$ cat config.mk
export PLATFORM = sky130hd
export DESIGN_NAME = player_life_ctrl
export DESIGN_NICKNAME = d
export VERILOG_FILES = /design/src/rtl/player_life_ctrl.sv
export SDC_FILE = /design/constraint.sdc
export NUM_CORES = 1
export LEC_CHECK = 0
export CAP_MARGIN = 30
export CORE_UTILIZATION = 47
export DETAILED_ROUTE_END_ITERATION = 12
export PLACE_DENSITY = 0.76
export SLEW_MARGIN = 20
export SYNTH_ARGS = -nofsm -noshare
export SYNTH_HDL_FRONTEND = slang
export SYNTH_SLANG_ARGS = --single-unit
$ cat constraint.sdc
create_clock -name clk22 -period 1.61 [get_ports clk22]
set_input_delay 0.322 -clock clk22 [delete_from_list [all_inputs] [get_ports clk22]]
set_output_delay 0.322 -clock clk22 [all_outputs]
set_load 0.005 [all_outputs]
$ cat src/rtl/player_life_ctrl.sv
// rtl/player_life_ctrl.sv - player lives, death/respawn window, invulnerability blink and game-over
module player_life_ctrl #(
  parameter int INIT_LIVES  = 3,
  parameter int DEATH_TICKS = 16,
  parameter int INV_TICKS   = 48,
  parameter int BLINK_HALF  = 4
) (
  input  logic       clk22,
  input  logic       rst,
  input  logic       gamestart,
  input  logic       shot,
  output logic [2:0] lives,
  output logic       alive,
  output logic       invuln,
  output logic       visible,
  output logic       hit,
  output logic       gameover
);

  // Timer must hold the longer of the two countdown loads without wrapping.
  localparam int TMAX = (DEATH_TICKS > INV_TICKS) ? DEATH_TICKS : INV_TICKS;
  localparam int TW   = (TMAX > 1) ? $clog2(TMAX) : 1;
  localparam int BW   = (BLINK_HALF > 1) ? $clog2(BLINK_HALF) : 1;

  typedef enum logic [2:0] {
    S_IDLE   = 3'd0,
    S_ALIVE  = 3'd1,
    S_DEAD   = 3'd2,
    S_INVULN = 3'd3,
    S_OVER   = 3'd4
  } state_t;

  state_t          state_q, state_n;
  logic [2:0]      lives_q, lives_n;
  logic [TW-1:0]   timer_q, timer_n;
  logic            blink_q, blink_n;
  logic [BW-1:0]   bcnt_q, bcnt_n;
  logic            hit_q, hit_n;

  // State, counters, lives and the hit pulse are all registered here.
  always_ff @(posedge clk22 or negedge rst) begin
    if (!rst) begin
      state_q <= S_IDLE;
      lives_q <= 3'd0;
      timer_q <= '0;
      blink_q <= 1'b1;
      bcnt_q  <= '0;
      hit_q   <= 1'b0;
    end else begin
      state_q <= state_n;
      lives_q <= lives_n;
      timer_q <= timer_n;
      blink_q <= blink_n;
      bcnt_q  <= bcnt_n;
      hit_q   <= hit_n;
    end
  end

  // Next-state logic; gamestart overrides everything and swallows any concurrent shot.
  always_comb begin
    state_n = state_q;
    lives_n = lives_q;
    timer_n = timer_q;
    blink_n = blink_q;
    bcnt_n  = bcnt_q;
    hit_n   = 1'b0;
    if (gamestart) begin
      state_n = S_ALIVE;
      lives_n = 3'(INIT_LIVES);
      timer_n = '0;
      blink_n = 1'b1;
      bcnt_n  = '0;
    end else begin
      case (state_q)
        S_IDLE: begin
          state_n = S_IDLE;
        end
        S_ALIVE: begin
          if (shot) begin
            hit_n = 1'b1;
            // Last life lost goes straight to game-over; lives can never go below zero.
            if (lives_q <= 3'd1) begin
              state_n = S_OVER;
              lives_n = 3'd0;
            end else begin
              state_n = S_DEAD;
              lives_n = lives_q - 3'd1;
              timer_n = TW'(DEATH_TICKS - 1);
            end
          end
        end
        S_DEAD: begin
          if (timer_q == '0) begin
            state_n = S_INVULN;
            timer_n = TW'(INV_TICKS - 1);
            blink_n = 1'b1;
            bcnt_n  = '0;
          end else begin
            timer_n = timer_q - 1'b1;
          end
        end
        S_INVULN: begin
          if (timer_q == '0) begin
            state_n = S_ALIVE;
          end else begin
            timer_n = timer_q - 1'b1;
          end
          // Blink phase flips after every BLINK_HALF cycles spent in INVULN.
          if (bcnt_q == BW'(BLINK_HALF - 1)) begin
            blink_n = ~blink_q;
            bcnt_n  = '0;
          end else begin
            bcnt_n = bcnt_q + 1'b1;
          end
        end
        S_OVER: begin
          lives_n = 3'd0;
        end
        default: begin
          state_n = S_IDLE;
          lives_n = 3'd0;
          timer_n = '0;
        end
      endcase
    end
  end

  // Output decode purely from registered state, so no input-to-output paths exist.
  always_comb begin
    lives    = lives_q;
    hit      = hit_q;
    alive    = (state_q == S_ALIVE) || (state_q == S_INVULN);
    invuln   = (state_q == S_INVULN);
    gameover = (state_q == S_OVER);
    visible  = 1'b0;
    if (state_q == S_ALIVE) begin
      visible = 1'b1;
    end else if (state_q == S_INVULN) begin
      visible = blink_q;
    end
  end

endmodule

==> flow_summary_export.csv, run 1 <==
group,metric,value,unit
outcome,violations,"setup timing",
routing,wl_per_cell,17.5,um
pwr,p_comb_share,63.5,%
floorplanning,die-width,49.2,um
yosys,ys_types,44,
setup_path,cp.arrival,2000,ps
global_route,grt_max_degree,17,
routing,dr_wl_met2,1580,um
floorplanning,core,2020,um2
timing,fmax,0.557,GHz
yosys,netlist.top_cell.by_area,"dfrtp_1",
yosys,synth.area.top_cells,"dfrtp_1 36%, ha_1 6.0%, a211oi_1 4.3%",
routing,drt-total-wl,3200,um
global_route,grt_pass1_vias,1065,
yosys,yosysMostFrequentCell,"dfrtp_1",
setup_path,cp-startpoint,"state_q[1]$_DFFE_PN0P_",
routing,via_per_inst,5.67,
routing,drt_iter0_markers,23,
clock_tree,clockRootBuffer,"clkbuf_4",
pwr,p_switching,0.987,mW
timing,finalSetupViolations,11,
job,cap_violations,0,
yosys,avgSynthCellArea,9.69,um2
clock_tree,clock-sinks,16,
setup_path,r2r_slack,-180,ps
routing,first_pass_iters,4,
pwr,peakVddDrop,1.05,mV
placement,post-place-ws,-242,ps
yosys,synth_top_area_share,35.9,%
clock_tree,clk_path_buf_depth,2,
timing,final.min_clock_period,1790,ps
clock_tree,clk_pin_slew,120,ps
min_path,hold_class,"input pin to asynchronous set/reset pin",
layout,area.growth.synth_to_final,51.9,%
global_route,grtUsageTotal,27.6,%
global_route,antenna_found_initial,0,
timing,fin_worst_skew,15.3,ps
yosys,netlist_area,1050,um2
floorplanning,io_pins,12,
floorplanning,initial_core_util,51.7,%
clock_tree,tritoncts,"built",
yosys,yosys_most_used_dff,"dfrtp_1",
yosys,synthTopCellsByCount,"15 x dfrtp_1, 7 x inv_1, 6 x a211oi_1, 6 x a21oi_1, 6 x nand2_1",
yosys,yosys_warnings,0,
pwr,powerDensity,1570,nW/um2
yosys,synth_edf_count,0,
placement,numPortBuffers,11,
layout,fillerInstances,132,
outcome,outcome,"finished, violations left",
setup_path,required,1810,ps
timing,hold_viol,0,
floorplanning,dieHeight,49.2,um
routing,top_layer,"met4",
floorplanning,rows,16,
timing,fin_setup_tns,-1030,ps
routing,met3_length,128,um
routing,drcViolationCount,0,
setup_path,crit_fanout,6,
yosys,async_flop_share,100,%
setup_path,crit_type,"flip-flop to flip-flop",
yosys,ys_ff_latch,16,
placement,gp_congestion,0.823,
global_route,grt_remaining_overflow,0,
timing,slew_headroom,68.8,%
pwr,power_leakage,0.737,nW
timing,rsz0062_at_grt,"true",
setup_path,r2r-end,"timer_q[1]$_DFFE_PN0P_",
layout,n_antenna_cell,0,
clock_tree,numCtsBuffers,3,
layout,drive_gt1_share,46.2,%
pwr,power.internal,1.50,mW
placement,hpwl,1970,um
yosys,synth_nets,117,
pwr,p_sw_share,39.7,%
pwr,pwr-share-seq,24.5,%
timing,tightest_slew,463,ps
clock_tree,clk_latency,320,ps
routing,vias,1038,
layout,layout.nets,166,
yosys,ys_seq_area_share,38.4,%
setup_path,timing.rr.start,"state_q[1]$_DFFE_PN0P_",
setup_path,worst_setup_path_end_kind,"flip-flop",
routing,ant_nets,0,
setup_path,reg2reg_depth,4,
timing,fin_crit_sh,111,%
timing,worst_slack,-185,ps
setup_path,critPathLaunchType,"flip-flop",
routing,wl_met1,1470,um
clock_tree,htreeDepth,1,
global_route,grt_pass1_wl,4890,um
yosys,synthCells,108,
floorplanning,dieArea,2420,um2
setup_path,cp-endpoint,"timer_q[1]$_DFFE_PN0P_",
timing,slew_violations,0,
pwr,p_clk_share,12.0,%
cell type report:
class	count	area (um2)	area share [%]
Clock buffer	4	36.3	2.28
Multi-Input combinational cell	80	693	43.6
Sequential cell	16	403	25.4
Tap cell	27	33.8	2.13
Timing Repair Buffer	48	390	24.6
Inverter	8	32.5	2.05
worst max-delay path, stage by stage (launching register included):
cell	delay [ps]
dfrtp_1	400
or4b_1	520
o22a_2	220
a21o_4	250
mux2_4	300
stage by stage:
step                      utilization [%]  area, um2  instances  power [mW]  hold WS (ps)
after global placement               67.8       1370        168        1.86           538
after CTS                            73.9       1490        178        2.30           330
after detailed placement             67.8       1370        168        1.92           573
after floorplan                         -       1050        108        1.31          26.4
after global routing                 78.6       1590        183        2.63           319
final                                78.6       1590        183        2.49           308
layer usage:
metal / track usage, % / vias up
met4: 9.80 / 0
met2: 46.8 / 22
met1: 32.3 / 503
met3: 9.03 / 5
met5: 0 / -
li1: - / 508
registers in the layout, indices dropped and copies added, names as in the netlist:
name	count
state_q	3
hit	1
blink_q	1
lives	3
timer_q	6
bcnt_q	2
how the worst min path moves through the flow:
stage	from	to	slack [ps]
2_1_floorplan	rst	bcnt_q[0]$_DFFE_PN0P_	30
3_3_place_gp	bcnt_q[1]$_DFFE_PN0P_	bcnt_q[1]$_DFFE_PN0P_	540
3_5_place_dp	bcnt_q[1]$_DFFE_PN0P_	bcnt_q[1]$_DFFE_PN0P_	570
4_1_cts	rst	bcnt_q[1]$_DFFE_PN0P_	330
5_1_grt	rst	state_q[0]$_DFFE_PN0P_	320
6_report	rst	state_q[0]$_DFFE_PN0P_	310
what timing repair did:
| item | 4_1_cts | 5_1_grt |
|---|---|---|
| gates resized for setup | 27 | 23 |
| setup buffers | 6 | 5 |
| hold buffers | 0 | 0 |
| endpoints found under the setup margin | 13 | 16 |
| pin swaps | 3 | 6 |
cells by family (layout without fill, tap and decap cells):
family                     count (synthesis)  after routing  synth area share [%]
AOI/OAI and AO/OA                         41             41                  28.5
DFF                                       16             16                  38.4
muxes                                      3              3                  3.95
and+or+nand+nor                           31             31                  18.9
adders and majority gates                  5              5                  5.98
buffers and inverters                     12             60                  4.31
power groups by stage:
stage / Combinational (mW) / Sequential [mW] / Clock (mW)
after global routing: 1.69 / 0.620 / 0.322
after detailed placement: 1.31 / 0.602 / 0
after CTS: 1.42 / 0.596 / 0.286
after floorplan: 0.676 / 0.633 / 0
final: 1.58 / 0.608 / 0.300
after global placement: 1.26 / 0.596 / 0
cells in the final DEF, fill, tap and decap left out, drive strengths merged, types with 2 or more instances in the layout:
cell	instances
buf	40
dfrtp	15
inv	7
o21ai	7
a21oi	6
nand2	6
a211oi	6
clkbuf	6
nor2	5
ha	5
clkdlybuf4s50	4
a31oi	3
a211o	3
nor2b	3
mux2	3
a21boi	3
nand2b	2
nor4	2
o21bai	2
nor4b	2
o221a	2
nor3b	2
nand4b	2
nor3	2
a21o	2
(Power assumes the default switching activity.)
==> inputs of run 2 (changes only) <==
Settings changed: GPL_TIMING_DRIVEN set to 0.
==> flow_summary_export.csv, run 2 (synthesis results as in run 1) <==
group,metric,value,unit
floorplanning,rows,16,
layout,layout_commonest_cell,"buf_4",
clock_tree,clk_latency,290,ps
placement,post-place-ws,-360,ps
global_route,grtUsageTotal,22.9,%
placement,gp_congestion,0.860,
layout,n_antenna_cell,0,
global_route,grt_remaining_overflow,0,
global_route,grt_pass1_wl,4220,um
global_route,groute.layer.met1.usage,27.7,%
floorplanning,die-width,49.2,um
setup_path,cp-startpoint,"state_q[0]$_DFFE_PN0P_",
global_route,grt-busiest-layer,"met2",
routing,first_pass_iters,4,
clock_tree,clock-sinks,16,
routing,wl_per_cell,16.0,um
timing,hold_viol,0,
setup_path,critPathLaunchType,"flip-flop",
clock_tree,htreeDepth,1,
pwr,p_sw_share,40.4,%
pwr,power.internal,1.26,mW
setup_path,cp-endpoint,"timer_q[1]$_DFFE_PN0P_",
timing,tightest_slew,752,ps
layout,top_register,"timer_q",
routing,drt_iter0_markers,23,
layout,largest_reg_flops,6,
timing,finalHoldWorstSlack,461,ps
timing,fin_worst_skew,5.52,ps
pwr,power_leakage,0.595,nW
routing,drt-total-wl,2580,um
timing,final.min_clock_period,1780,ps
timing,fmax,0.562,GHz
timing,slew_headroom,49.7,%
layout,mostFrequentLayoutCells,"13 x buf_4, 12 x dfrtp_1, 6 x inv_1, 6 x a21oi_1, 6 x nand2_1",
clock_tree,clockRootBuffer,"clkbuf_4",
global_route,grt_max_degree,17,
floorplanning,io_pins,12,
clock_tree,numCtsBuffers,3,
layout,area.growth.synth_to_final,29.9,%
setup_path,required,1790,ps
pwr,p_switching,0.852,mW
global_route,antenna_found_initial,0,
setup_path,worst_setup_path_end_kind,"flip-flop",
setup_path,cp.arrival,1960,ps
layout,layout.nets,144,
timing,worst_slack,-169,ps
min_path,hold_class,"input pin to asynchronous set/reset pin",
routing,via_per_inst,5.99,
clock_tree,tritoncts,"built",
global_route,met2_usage,40.2,%
floorplanning,dieHeight,49.2,um
outcome,violations,"setup timing",
job,cap_violations,0,
setup_path,r2r-end,"timer_q[1]$_DFFE_PN0P_",
placement,numPortBuffers,10,
global_route,gr-usage-met3,3.12,%
layout,final_core_utilization,67.2,%
routing,vias,964,
pwr,p_clk_share,12.9,%
layout,drive_gt1_share,31.3,%
pwr,peakVddDrop,1.04,mV
setup_path,crit_type,"flip-flop to flip-flop",
timing,slew_violations,0,
floorplanning,core,2020,um2
floorplanning,dieArea,2420,um2
setup_path,reg2reg_depth,5,
setup_path,r2r_slack,-170,ps
clock_tree,clk_pin_slew,100,ps
clock_tree,clk_path_buf_depth,2,
routing,drcViolationCount,0,
global_route,grt_pass1_vias,968,
setup_path,timing.rr.start,"state_q[0]$_DFFE_PN0P_",
timing,fin_crit_sh,111,%
setup_path,crit_fanout,6,
timing,rsz0062_at_grt,"true",
pwr,pwr-share-seq,31.9,%
outcome,outcome,"finished, violations left",
timing,finalSetupViolations,8,
placement,hpwl,1600,um
pwr,powerDensity,1550,nW/um2
routing,ant_nets,0,
pwr,p_comb_share,55.2,%
floorplanning,initial_core_util,51.7,%
[run 2: worst min-delay path by stage]
stage                                         to  slack (ps)  cells after the start
final                      bcnt_q[0]$_DFFE_PN0P_         460                      1
after detailed placement  timer_q[1]$_DFFE_PN0P_         530                      1
after CTS                  bcnt_q[0]$_DFFE_PN0P_         480                      1
after floorplan            bcnt_q[0]$_DFFE_PN0P_          30                      0
after global placement    timer_q[1]$_DFFE_PN0P_         530                      1
after global routing       bcnt_q[0]$_DFFE_PN0P_         500                      1
[run 2: power by group through the flow]
| stage | sequential [mW] | clock, mW | combinational [mW] |
|---|---|---|---|
| 2_1_floorplan | 0.633 | 0 | 0.676 |
| 3_3_place_gp | 0.649 | 0 | 0.903 |
| 3_5_place_dp | 0.658 | 0 | 0.921 |
| 4_1_cts | 0.654 | 0.278 | 1.08 |
| 5_1_grt | 0.687 | 0.297 | 1.27 |
| 6_report | 0.671 | 0.272 | 1.16 |
[run 2: what timing repair did]
| action | CTS | global route |
|---|---|---|
| setup buffers | 10 | 3 |
| cloned | 0 | 0 |
| endpoints found under the setup margin | 11 | 15 |
| hold buffers | 0 | 0 |
| pin swaps | 2 | 7 |
| gates resized for setup | 24 | 12 |
[run 2: cell type report]
class / count / area [um2]
multi-input cells: 80 / 653
well taps: 27 / 33.8
inverters: 8 / 30.0
plain buffers: 3 / 18.8
flip-flops and latches: 16 / 405
fillers: 159 / 663
clock buffers: 4 / 36.3
repair buffers: 23 / 181
[run 2: layer usage]
metal	vias up	part of all wire, %
met2	18	52
met4	0	1.4
met1	479	44
li1	462	-
met3	5	2.0
met5	-	0
[run 2: through the flow]
| step | cells | power [mW] | setup TNS, ps | cell area (um2) |
|---|---|---|---|---|
| 4_1_cts | 159 | 2.01 | -919 | 1330 |
| 6_report | 161 | 2.11 | -757 | 1360 |
| 3_3_place_gp | 145 | 1.55 | -2370 | 1180 |
| 2_1_floorplan | 108 | 1.31 | -499 | 1050 |
| 5_1_grt | 161 | 2.26 | -1200 | 1360 |
| 3_5_place_dp | 145 | 1.58 | -2420 | 1180 |
[run 2: critical path, stage by stage, from the launching register on]
cell and delay (ps):
dfrtp_1 370, buf_4 120, or4b_1 430, o22a_2 210
a21o_4 230, mux2_4 300
